<file path="config.mk">
export PLATFORM = sky130hd
export DESIGN_NAME = pe_result_collector
export DESIGN_NICKNAME = d
export VERILOG_FILES = /design/src/rtl/pe_col_pkg.sv /design/src/rtl/pe_result_collector_sync_fifo.sv /design/src/rtl/pe_result_collector.sv
export SDC_FILE = /design/constraint.sdc
export NUM_CORES = 1
export LEC_CHECK = 0
export ABC_CLOCK_PERIOD_IN_PS = 6500
export CAP_MARGIN = 20
export CORE_MARGIN = 2
export CORE_UTILIZATION = 53
export CTS_CLUSTER_SIZE = 20
export DETAILED_ROUTE_END_ITERATION = 12
export DONT_BUFFER_PORTS = 1
export PLACE_DENSITY = 0.71
export SYNTH_ARGS = -nofsm -noshare
export SYNTH_HDL_FRONTEND = slang
export SYNTH_SLANG_ARGS = --single-unit
</file>
<file path="constraint.sdc">
create_clock -name clk_cal -period 6.5 [get_ports clk_cal]
set_input_delay 1.625 -clock clk_cal [delete_from_list [all_inputs] [get_ports clk_cal]]
set_output_delay 1.625 -clock clk_cal [all_outputs]
set_load 0.05 [all_outputs]
</file>
<file path="src/rtl/pe_col_pkg.sv">
// Shared definitions for the PE column datapath.
//   PSUM_W  : width of a partial sum shifted out of the PE chain
//   ACT_W   : width of a requantized activation
//   SHIFT_W : width of the requant right-shift amount
//   requant : round-half-up shift, saturate to ACT_W, optional ReLU
package pe_col_pkg;

  localparam int PSUM_W  = 16;
  localparam int ACT_W   = 8;
  localparam int SHIFT_W = 4;

  // One guard bit is enough: the largest rounding term (1<<14) added to
  // the largest positive psum still fits in 17 signed bits.
  localparam int REQ_W = PSUM_W + 1;

  localparam logic signed [REQ_W-1:0] SAT_HI = REQ_W'((1 << (ACT_W - 1)) - 1);
  localparam logic signed [REQ_W-1:0] SAT_LO = REQ_W'(-(1 << (ACT_W - 1)));

  typedef logic signed [PSUM_W-1:0] psumT;
  typedef logic signed [ACT_W-1:0]  actT;

  function automatic actT requant(input psumT x, input logic [SHIFT_W-1:0] sh,
                                  input logic relu);
    logic signed [REQ_W-1:0] xExt;
    logic signed [REQ_W-1:0] rnd;
    logic signed [REQ_W-1:0] sum;
    logic signed [REQ_W-1:0] shifted;
    actT res;
    xExt = {x[PSUM_W-1], x};
    rnd  = '0;
    if (sh != '0) begin
      rnd = REQ_W'(1) << (sh - SHIFT_W'(1));
    end
    sum     = xExt + rnd;
    shifted = sum >>> sh;
    if (shifted > SAT_HI) begin
      res = SAT_HI[ACT_W-1:0];
    end else if (shifted < SAT_LO) begin
      res = SAT_LO[ACT_W-1:0];
    end else begin
      res = shifted[ACT_W-1:0];
    end
    if (relu && res[ACT_W-1]) begin
      res = '0;
    end
    return res;
  endfunction

endpackage

</file>
<file path="src/rtl/pe_result_collector_sync_fifo.sv">
// Synchronous show-ahead FIFO.
//   clk_cal / rst_cal : clock, synchronous active-high reset
//   flush             : synchronous empty, same effect as reset
//   push / din        : write request and data (accepted if not full, or
//                       if a pop happens in the same cycle)
//   pop               : read request (ignored while empty)
//   dout              : head entry, zero while empty
//   full / empty      : occupancy status
module pe_result_collector_sync_fifo #(
  parameter int WIDTH = 11,
  parameter int DEPTH = 16
) (
  input  logic             clk_cal,
  input  logic             rst_cal,
  input  logic             flush,
  input  logic             push,
  input  logic             pop,
  input  logic [WIDTH-1:0] din,
  output logic [WIDTH-1:0] dout,
  output logic             full,
  output logic             empty
);

  localparam int PTR_W = $clog2(DEPTH);
  localparam int CNT_W = PTR_W + 1;

  logic [WIDTH-1:0] mem [DEPTH];
  logic [PTR_W-1:0] wrPtrReg;
  logic [PTR_W-1:0] rdPtrReg;
  logic [CNT_W-1:0] countReg;
  logic             popEff;
  logic             pushEff;

  assign full  = (countReg == CNT_W'(DEPTH));
  assign empty = (countReg == '0);

  // A pop frees a slot in the same edge, so a push into a full FIFO
  // still succeeds when it is paired with a pop.
  assign popEff  = pop & ~empty;
  assign pushEff = push & (~full | popEff);

  // Head is read straight from the array; a write to an empty FIFO
  // becomes visible only after the writing edge (no fall-through).
  assign dout = empty ? '0 : mem[rdPtrReg];

  always_ff @(posedge clk_cal) begin
    if (pushEff) begin
      mem[wrPtrReg] <= din;
    end
  end

  always_ff @(posedge clk_cal) begin
    if (rst_cal || flush) begin
      wrPtrReg <= '0;
      rdPtrReg <= '0;
      countReg <= '0;
    end else begin
      if (pushEff) begin
        wrPtrReg <= wrPtrReg + PTR_W'(1);
      end
      if (popEff) begin
        rdPtrReg <= rdPtrReg + PTR_W'(1);
      end
      case ({pushEff, popEff})
        2'b10:   countReg <= countReg + CNT_W'(1);
        2'b01:   countReg <= countReg - CNT_W'(1);
        default: countReg <= countReg;
      endcase
    end
  end

endmodule

</file>
<file path="src/rtl/pe_result_collector.sv">
// Result sink at the top of a systolic PE column.
// Captures each burst of PE_NUM partial sums, requantizes them to signed
// activations tagged with their PE index and buffers them in a FIFO that
// drains over valid/ready. The PE chain cannot stall, so a full FIFO drops
// entries and raises a sticky overflow flag instead.
//   clk_cal, rst_cal      : clock, synchronous active-high reset
//   IOMap, IOMapVld       : incoming psum word and its valid
//   Shift, ReluEn         : requant controls, static during a burst
//   Clear                 : synchronous flush, same effect as reset
//   IDataRdy              : downstream ready
//   OData, OIdx, ODataVld : FIFO head (activation, PE index) and non-empty
//   ORowDone              : pulse when the last entry of an intact burst is written
//   OOverflow, OBurstErr  : sticky drop / short-burst flags
module pe_result_collector
  import pe_col_pkg::*;
#(
  parameter int PE_NUM     = 8,
  parameter int FIFO_DEPTH = 16
) (
  input  logic                      clk_cal,
  input  logic                      rst_cal,
  input  logic [PSUM_W-1:0]         IOMap,
  input  logic                      IOMapVld,
  input  logic [SHIFT_W-1:0]        Shift,
  input  logic                      ReluEn,
  input  logic                      Clear,
  input  logic                      IDataRdy,
  output logic [ACT_W-1:0]          OData,
  output logic [$clog2(PE_NUM)-1:0] OIdx,
  output logic                      ODataVld,
  output logic                      ORowDone,
  output logic                      OOverflow,
  output logic                      OBurstErr
);

  localparam int IDX_W   = $clog2(PE_NUM);
  localparam int ENTRY_W = IDX_W + ACT_W;
  localparam logic [IDX_W-1:0] LAST_IDX = IDX_W'(PE_NUM - 1);

  logic syncRst;

  // Burst counter and stage-1 capture registers
  logic [IDX_W-1:0]   cntReg;
  logic               s1VldReg;
  psumT               s1DataReg;
  logic [IDX_W-1:0]   s1IdxReg;
  logic               s1LastReg;
  logic [SHIFT_W-1:0] s1ShiftReg;
  logic               s1ReluReg;

  // Flags
  logic dropAccReg;
  logic rowDoneReg;
  logic overflowReg;
  logic burstErrReg;

  // Stage 2 / FIFO interface
  actT                s2Act;
  logic [ENTRY_W-1:0] fifoDin;
  logic [ENTRY_W-1:0] fifoDout;
  logic               fifoFull;
  logic               fifoEmpty;
  logic               popReq;
  logic               pushOk;
  logic               dropNow;
  logic               burstDropped;

  assign syncRst = rst_cal | Clear;

  assign s2Act   = requant(s1DataReg, s1ShiftReg, s1ReluReg);
  assign fifoDin = {s1IdxReg, s2Act};

  assign popReq  = ~fifoEmpty & IDataRdy;
  assign pushOk  = s1VldReg & (~fifoFull | popReq);
  assign dropNow = s1VldReg & fifoFull & ~popReq;

  // Has any entry of the burst currently in stage 2 been dropped? Index 0
  // starts a fresh burst, so the accumulated history is ignored there.
  assign burstDropped = dropNow | ((s1IdxReg != '0) & dropAccReg);

  always_ff @(posedge clk_cal) begin
    if (syncRst) begin
      cntReg      <= '0;
      s1VldReg    <= 1'b0;
      s1DataReg   <= '0;
      s1IdxReg    <= '0;
      s1LastReg   <= 1'b0;
      s1ShiftReg  <= '0;
      s1ReluReg   <= 1'b0;
      dropAccReg  <= 1'b0;
      rowDoneReg  <= 1'b0;
      overflowReg <= 1'b0;
      burstErrReg <= 1'b0;
    end else begin
      s1VldReg <= IOMapVld;
      if (IOMapVld) begin
        s1DataReg  <= IOMap;
        s1IdxReg   <= cntReg;
        s1LastReg  <= (cntReg == LAST_IDX);
        // Requant controls travel with the word so a change right after
        // the burst cannot affect its last entry.
        s1ShiftReg <= Shift;
        s1ReluReg  <= ReluEn;
        cntReg     <= (cntReg == LAST_IDX) ? '0 : cntReg + IDX_W'(1);
      end else if (cntReg != '0) begin
        // Valid fell mid-burst: keep what was captured, restart indexing.
        burstErrReg <= 1'b1;
        cntReg      <= '0;
      end

      if (s1VldReg) begin
        dropAccReg <= s1LastReg ? 1'b0 : burstDropped;
      end
      rowDoneReg <= s1VldReg & s1LastReg & pushOk & ~burstDropped;
      if (dropNow) begin
        overflowReg <= 1'b1;
      end
    end
  end

  pe_result_collector_sync_fifo #(
    .WIDTH (ENTRY_W),
    .DEPTH (FIFO_DEPTH)
  ) u_sync_fifo (
    .clk_cal (clk_cal),
    .rst_cal (rst_cal),
    .flush   (Clear),
    .push    (s1VldReg),
    .pop     (popReq),
    .din     (fifoDin),
    .dout    (fifoDout),
    .full    (fifoFull),
    .empty   (fifoEmpty)
  );

  assign OData     = fifoDout[ACT_W-1:0];
  assign OIdx      = fifoDout[ENTRY_W-1:ACT_W];
  assign ODataVld  = ~fifoEmpty;
  assign ORowDone  = rowDoneReg;
  assign OOverflow = overflowReg;
  assign OBurstErr = burstErrReg;

endmodule

</file>
* Yosys cells after proc, flatten, opt, wreduce, memory -nomap -nowiden
Memories as Yosys holds them, arrays and structs flattened. A register that Yosys moved wholly into a read port is not among the register bits.
Index checks and enable logic that the tools add are counted.
** Cells by class
- Bitwise operators :: 19
- Magnitude comparators :: 2
- Equality and inequality tests :: 4
- Add/sub/neg operators :: 7
- Multiplexer cells :: 14
- Reduce and logical (&&, ||, !) cells :: 9
- Shift operators :: 2
** Operator list (count)
- $mux 8 :: 3
- $add 16x17->17 :: 1
- $gt 17x8->1 const B :: 1
- $lt 17x8->1 const B :: 1
- $mux 17 :: 1
- $shl 1x4->17 const A :: 1
- $sshr 17x4->17 :: 1
- $mux 11 :: 1
- $and 1x1->1 :: 10
- $pmux 5 s2 :: 1
- $mux 3 :: 3
- $add 4x1->4 const B :: 2
- $mux 4 :: 2
- $reduce_bool 3->1 :: 2
- $add 5x1->5 const B :: 1
- $eq 5x5->1 const B :: 1
- $logic_not 5->1 :: 1
- $not 1->1 :: 5
- $sub 5x1->5 const B :: 1
- $or 1x1->1 :: 4
- $reduce_bool 2->1 :: 2
- $reduce_bool 4->1 :: 1
- $sub 4x1->4 const B :: 1
- $add 3x1->3 const B :: 1
- 7 further kinds :: 9
** Word-level totals
- Memory bits (writable) :: 176
- Logic and storage cells :: 72
- Register bits :: 46
- Memories kept :: 1
** Memory list
- u_sync_fifo.mem :: words 16, width 11, rd ports 1, clocked after memory_dff 1, wr ports 1, line pe_result_collector_sync_fifo.sv:27 : logic [WIDTH-1:0] mem [DEPTH];

* Depth between registers and ports, before layout
- Word-level depth :: 10
- Depth in mapped cells :: 16
- Depth with buffers taken out :: 14

* By module
A second synthesis with hierarchy kept.
** Unflattened totals
- Cells, all modules :: 783
- Area total of the unflattened synthesis :: 10855.4 sq um
** By module, submodules not included
- pe_result_collector_sync_fifo :: area each 7810.0 sq um, cells an instance 415, times used 1
- pe_result_collector :: area each 3045.4 sq um, cells an instance 368, times used 1

* Worst setup path before layout
No wires, ideal clock.
- Path type :: register -> register
- Start point :: reg s1ShiftReg[0]
- End point :: mem u_sync_fifo.mem[0][1] (data pin)
- Buffers on the path :: 1
- Arrival time :: 4.302 ns
- Stages on the path, launching flop included :: 15
- Clock period less this slack :: 4.643 ns
- Slack :: 1.857 ns
- Cells stage by stage :: dfxtp_1 -> clkinv_1 -> buf_1 -> nor3_1 -> ha_1 -> fa_1 -> a21o_1 -> a221o_1 -> a21oi_2 -> xnor2_1 -> o2111ai_2 -> o221a_2 -> o41ai_2 -> a211oi_2 -> o31ai_1
** Between the ends
- Word-level cells in the longest chain between the ends :: 10
- Elaborated cells between the ends (all ways) :: 12
- Those cells by class :: 2 x add/sub; 2 x order compare; 2 x shift; 4 x mux; 2 x reduce/logical
** Ends and longest elaborated chain
- from (decl) :: line pe_result_collector.sv:48 : logic [SHIFT_W-1:0] s1ShiftReg;
- from (signal assigned) :: line pe_result_collector.sv:102 : s1ShiftReg <= Shift;
- $sub 4x1->4 :: line pe_col_pkg.sv:32 : rnd = REQ_W'(1) << (sh - SHIFT_W'(1));
- $shl 1x4->17 :: line pe_col_pkg.sv:32
- $mux 17 :: line pe_col_pkg.sv:31 : if (sh != '0) begin
- $add 16x17->17 :: line pe_col_pkg.sv:34 : sum = xExt + rnd;
- $sshr 17x4->17 * :: line pe_col_pkg.sv:35 : shifted = sum >>> sh;
- $lt 17x8->1 :: line pe_col_pkg.sv:38 : end else if (shifted < SAT_LO) begin
- $mux 8 :: line pe_col_pkg.sv:38
- $mux 8 * :: line pe_col_pkg.sv:36 : if (shifted > SAT_HI) begin
- $logic_and 1x1->1 :: line pe_col_pkg.sv:43 : if (relu && res[ACT_W-1]) begin
- $mux 8 * :: line pe_col_pkg.sv:43
- named net s2Act[1] :: line pe_result_collector.sv:58 : actT s2Act;
- to (decl) :: line pe_result_collector_sync_fifo.sv:27
Mark *: on every way through the listed nets, which the timed path passes. The rest lies on a longest branch.

* Final worst setup path
- Start point :: reg s1ShiftReg[0]
- End point :: mem u_sync_fifo.mem[7][0] (data pin)
The elaborated chain is that of the path after synthesis.

==> summary.md <==
| Metric | Value |
|---|---|
| Outcome | finished clean |
| Overall overflow remaining after global route | 0 |
| Port-buffer cells | 0 |
| Count of non-filler cells in the finished layout | 1067 |
| Hold/Removal Path Class | reg -> reg |
| Number of library cell types mapped by synthesis | 79 |
| Post-CTS setup-driven buffer insertion count | 0 |
| Number of top-level pins | 41 |
| Period utilisation layout | 0.834 |
| Clock transition at path regs | 0.06 ns |
| Routed wirelength normalized by instance count | 23.1 µm |
| Global-route total usage across every layer | 0.231 |
| Buffer type at the clock tree root | sky130_fd_sc_hd__clkbuf_16 |
| Synth-to-layout area growth | 10.3% |
| Number of DRC violations after detailed-routing iteration 0 | 660 |
| Clock latency on the worst-skew pair | 0.52 ns |
| Total number of placement rows | 52 |
| Max Fanout on Critical Path | 18 |
| Most frequent cells after synthesis | sky130_fd_sc_hd__edfxtp_1 (176), sky130_fd_sc_hd__nor2_1 (93), sky130_fd_sc_hd__mux4_2 (61), sky130_fd_sc_hd__dfxtp_1 (50), sky130_fd_sc_hd__nand2_1 (49) |
| Top cells by area, synth | sky130_fd_sc_hd__edfxtp_1 (49%), sky130_fd_sc_hd__mux4_2 (13%), sky130_fd_sc_hd__dfxtp_1 (9.2%), sky130_fd_sc_hd__ha_1 (3.2%), sky130_fd_sc_hd__mux2i_1 (3.2%) |
| Initial Utilization | 0.538 |
| Final setup viols | 0 |
| Core outline area | 0.0202 mm² |
| RSZ-0062 raised after global routing | false |
| Initial antenna violation count | 0 |
| Synth Area per Inst | 14.0 µm² |
| Slew at the pin closest to its max-slew limit | 1.04 ns |
| Hold Fails Final Rpt | 0 |
| Num CTS Buffers | 24 |
| Routed met1 length | 10200 µm |
| Detailed-routed wire length on met3 | 1300 µm |
| Slew HR | 0.307 |
| Synthesized instance count | 774 |
| Count of unresolved DRC violations after routing | 0 |
| Deepest level of the CTS H-tree | 1 |
| Worst voltage drop across the vdd grid | 181 µV |
| Post-cts repair resize count | 0 |
| Largest net degree at the start of global routing | 45 |
| Detailed route wirelength on metal2 | 12500 µm |
| Primary FF master, synth | sky130_fd_sc_hd__edfxtp_1 |
| Maximum buffer depth of the clock tree | 3 |
| Via count of the routed design | 6710 |
| Count of placed standard cells including taps | 1024 |
| Weighted congestion reported at the end of routability-driven placement | 0.966 |
| Start of the worst register-to-register path | s1ShiftReg[0] |
| Final net count | 836 |
| Fraction of post-synthesis cell area in the top cell type by area | 0.487 |
| Max-cap violation count | 0 |
| Layout cell share with drive strength beyond 1 | 0.198 |
| Required @ worst endpoint | 6.75 ns |
| TritonCTS clock tree | yes |
| Leakage power of the design | 4.06 nW |
| Highest clock rate | 184 MHz |
| Top-count cell post-synth | sky130_fd_sc_hd__edfxtp_1 |
| Number of optimization iterations in the first detailed-route pass | 5 |
| Setup slack, reg-to-reg | 1.08 ns |
| First-pass GRT wire length | 38600 µm |
| Combined area of all synthesized cells | 0.0108 mm² |
| Critical path capture point type | register |
| DPL Wire Length | 16500 µm |
| Top routing layer used | met4 |
| Async SR Flop Fraction | 0 |
| Hold bufs inserted after CTS | 0 |
| Yosys warns | 0 |
| Register area share after synthesis | 0.580 |
| Die outline height | 147 µm |
| Clock Sinks | 226 |
| Crit start category | register |
| Post-place instance area | 0.0112 mm² |
| Timing startpoint of the critical path | s1ShiftReg[0] |
| Layout Skew | 0.0263 ns |
| Critical path start-end classification | reg -> reg |
| Number of global-route vias before repair | 6777 |
| Final slew viol count | 0 |
| Antenna viol nets, final | 0 |
| Final critical path time including I/O delays and setup | 5.42 ns |
| Final Instance Area | 0.0120 mm² |
| Chip Width | 147 µm |
| Syn_nets | 830 |
| Setup TNS Final | 0 ns |
| Number of enable flip-flop cells after synthesis | 176 |
| Hold path startpoint | s1LastReg |
| Areal power density over the cells | 257 mW/mm² |
| Number of vias per cell | 6.29 |
| Arrival @ worst endpoint | 5.67 ns |
| Routed wire length | 24600 µm |
| Die outline area | 0.0216 mm² |
| Synthesized flop and latch total | 226 |
| Number of diodes added for antenna fixing | 0 |
| Library cell occupying the most area in the post-synthesis netlist | sky130_fd_sc_hd__edfxtp_1 |
## registers in the layout, indices dropped and copies added (netlist names), named ones only
register and flops:
OBurstErr 1, OOverflow 1, ORowDone 1, cntReg 3
dropAccReg 1, s1DataReg 16, s1IdxReg 3, s1LastReg 1
s1ReluReg 1, s1ShiftReg 4, s1VldReg 1, u_sync_fifo.countReg 5
u_sync_fifo.mem 176, u_sync_fifo.rdPtrReg 4, u_sync_fifo.wrPtrReg 4
## metrics by stage
stage / utilization / hold slack, ns / setup WS [ns] / total power [mW]
5_1_grt: 0.593 / 0.510 / 0.636 / 3.18
6_report: 0.593 / 0.501 / 1.08 / 3.07
3_5_place_dp: 0.556 / 0.478 / 1.24 / 1.82
2_1_floorplan: - / 0.441 / 1.86 / 1.77
3_3_place_gp: 0.555 / 0.470 / 1.29 / 1.81
4_1_cts: 0.593 / 0.494 / 1.19 / 3.10
## cells by family (layout without fill, tap and decap cells)
logic type | count (synthesis) | in the layout | share of synthesized area
flip-flops | 226 | 226 | 0.580
buffers and inverters | 63 | 86 | 0.0248
AND/OR/NAND/NOR | 214 | 214 | 0.0933
XOR/XNOR | 20 | 20 | 0.0161
multiplexers | 97 | 97 | 0.160
adder cells (fa/ha/maj) | 30 | 30 | 0.0360
AO/OA/AOI/OAI | 123 | 123 | 0.0899
other | 1 | 1 | 0.000346
## metal layers
| layer | vias up | global-route usage |
|---|---|---|
| li1 | 3012 | - |
| met1 | 3419 | 0.304 |
| met2 | 233 | 0.405 |
| met3 | 46 | 0.0345 |
| met4 | 0 | 0.0639 |
| met5 | - | 0 |
## area by class of cell
cell class	instances	area (µm²)
clock buffers	30	653
multi-input cells	485	4310
repair buffers	26	208
well taps	270	338
fillers	1547	8200
flip-flops and latches	226	6290
clock inverters	13	103
inverters	17	63.8
## worst max-delay path, stage by stage, from the launching register on
cell and delay (ns):
sky130_fd_sc_hd__dfxtp_1 0.72, sky130_fd_sc_hd__clkinv_1 0.71, sky130_fd_sc_hd__nand2_1 0.40, sky130_fd_sc_hd__nor2_1 0.11, sky130_fd_sc_hd__ha_1 0.49, sky130_fd_sc_hd__and3_1 0.35, sky130_fd_sc_hd__nand2_1 0.11, sky130_fd_sc_hd__a2111o_1 0.43
sky130_fd_sc_hd__a21boi_2 0.31, sky130_fd_sc_hd__o21ai_0 0.21, sky130_fd_sc_hd__a32oi_2 0.29, sky130_fd_sc_hd__o2111ai_2 0.17, sky130_fd_sc_hd__o31ai_4 0.45, sky130_fd_sc_hd__a211oi_1 0.16, sky130_fd_sc_hd__buf_4 0.22
## report_power, final
group	switching (mW)	internal (mW)	leakage, nW
logic	0.117	0.0659	1.69
registers	0.0111	1.60	1.99
clock network	0.531	0.752	0.374
total	0.659	2.42	4.06
## path summary, 6_finish.rpt
check                                to  cells after the start
setup / recovery  u_sync_fifo.mem[7][0]                     14
hold / removal               dropAccReg                      1
setup reg to reg  u_sync_fifo.mem[7][0]                     14
hold reg to reg              dropAccReg                      1
## placed cells by master, fill, tap and decap left out, types with 6 or more instances in the layout
| cell type | n |
|---|---|
| sky130_fd_sc_hd__mux4_2 | 61 |
| sky130_fd_sc_hd__a211oi_1 | 6 |
| sky130_fd_sc_hd__o21ai_0 | 14 |
| sky130_fd_sc_hd__inv_1 | 15 |
| sky130_fd_sc_hd__nor2_1 | 93 |
| sky130_fd_sc_hd__clkbuf_16 | 24 |
| sky130_fd_sc_hd__xor2_1 | 11 |
| sky130_fd_sc_hd__mux2i_1 | 35 |
| sky130_fd_sc_hd__a21oi_1 | 32 |
| sky130_fd_sc_hd__clkinv_1 | 7 |
| sky130_fd_sc_hd__dfxtp_1 | 48 |
| sky130_fd_sc_hd__edfxtp_1 | 176 |
| sky130_fd_sc_hd__nand3_1 | 9 |
| sky130_fd_sc_hd__a21o_1 | 10 |
| sky130_fd_sc_hd__xnor2_1 | 9 |
| sky130_fd_sc_hd__ha_1 | 28 |
| sky130_fd_sc_hd__nor3_1 | 10 |
| sky130_fd_sc_hd__buf_4 | 25 |
| sky130_fd_sc_hd__nand2_1 | 49 |
| sky130_fd_sc_hd__nor2b_1 | 14 |
| sky130_fd_sc_hd__nand4_1 | 7 |
Power figures use the tool's default switching activity.
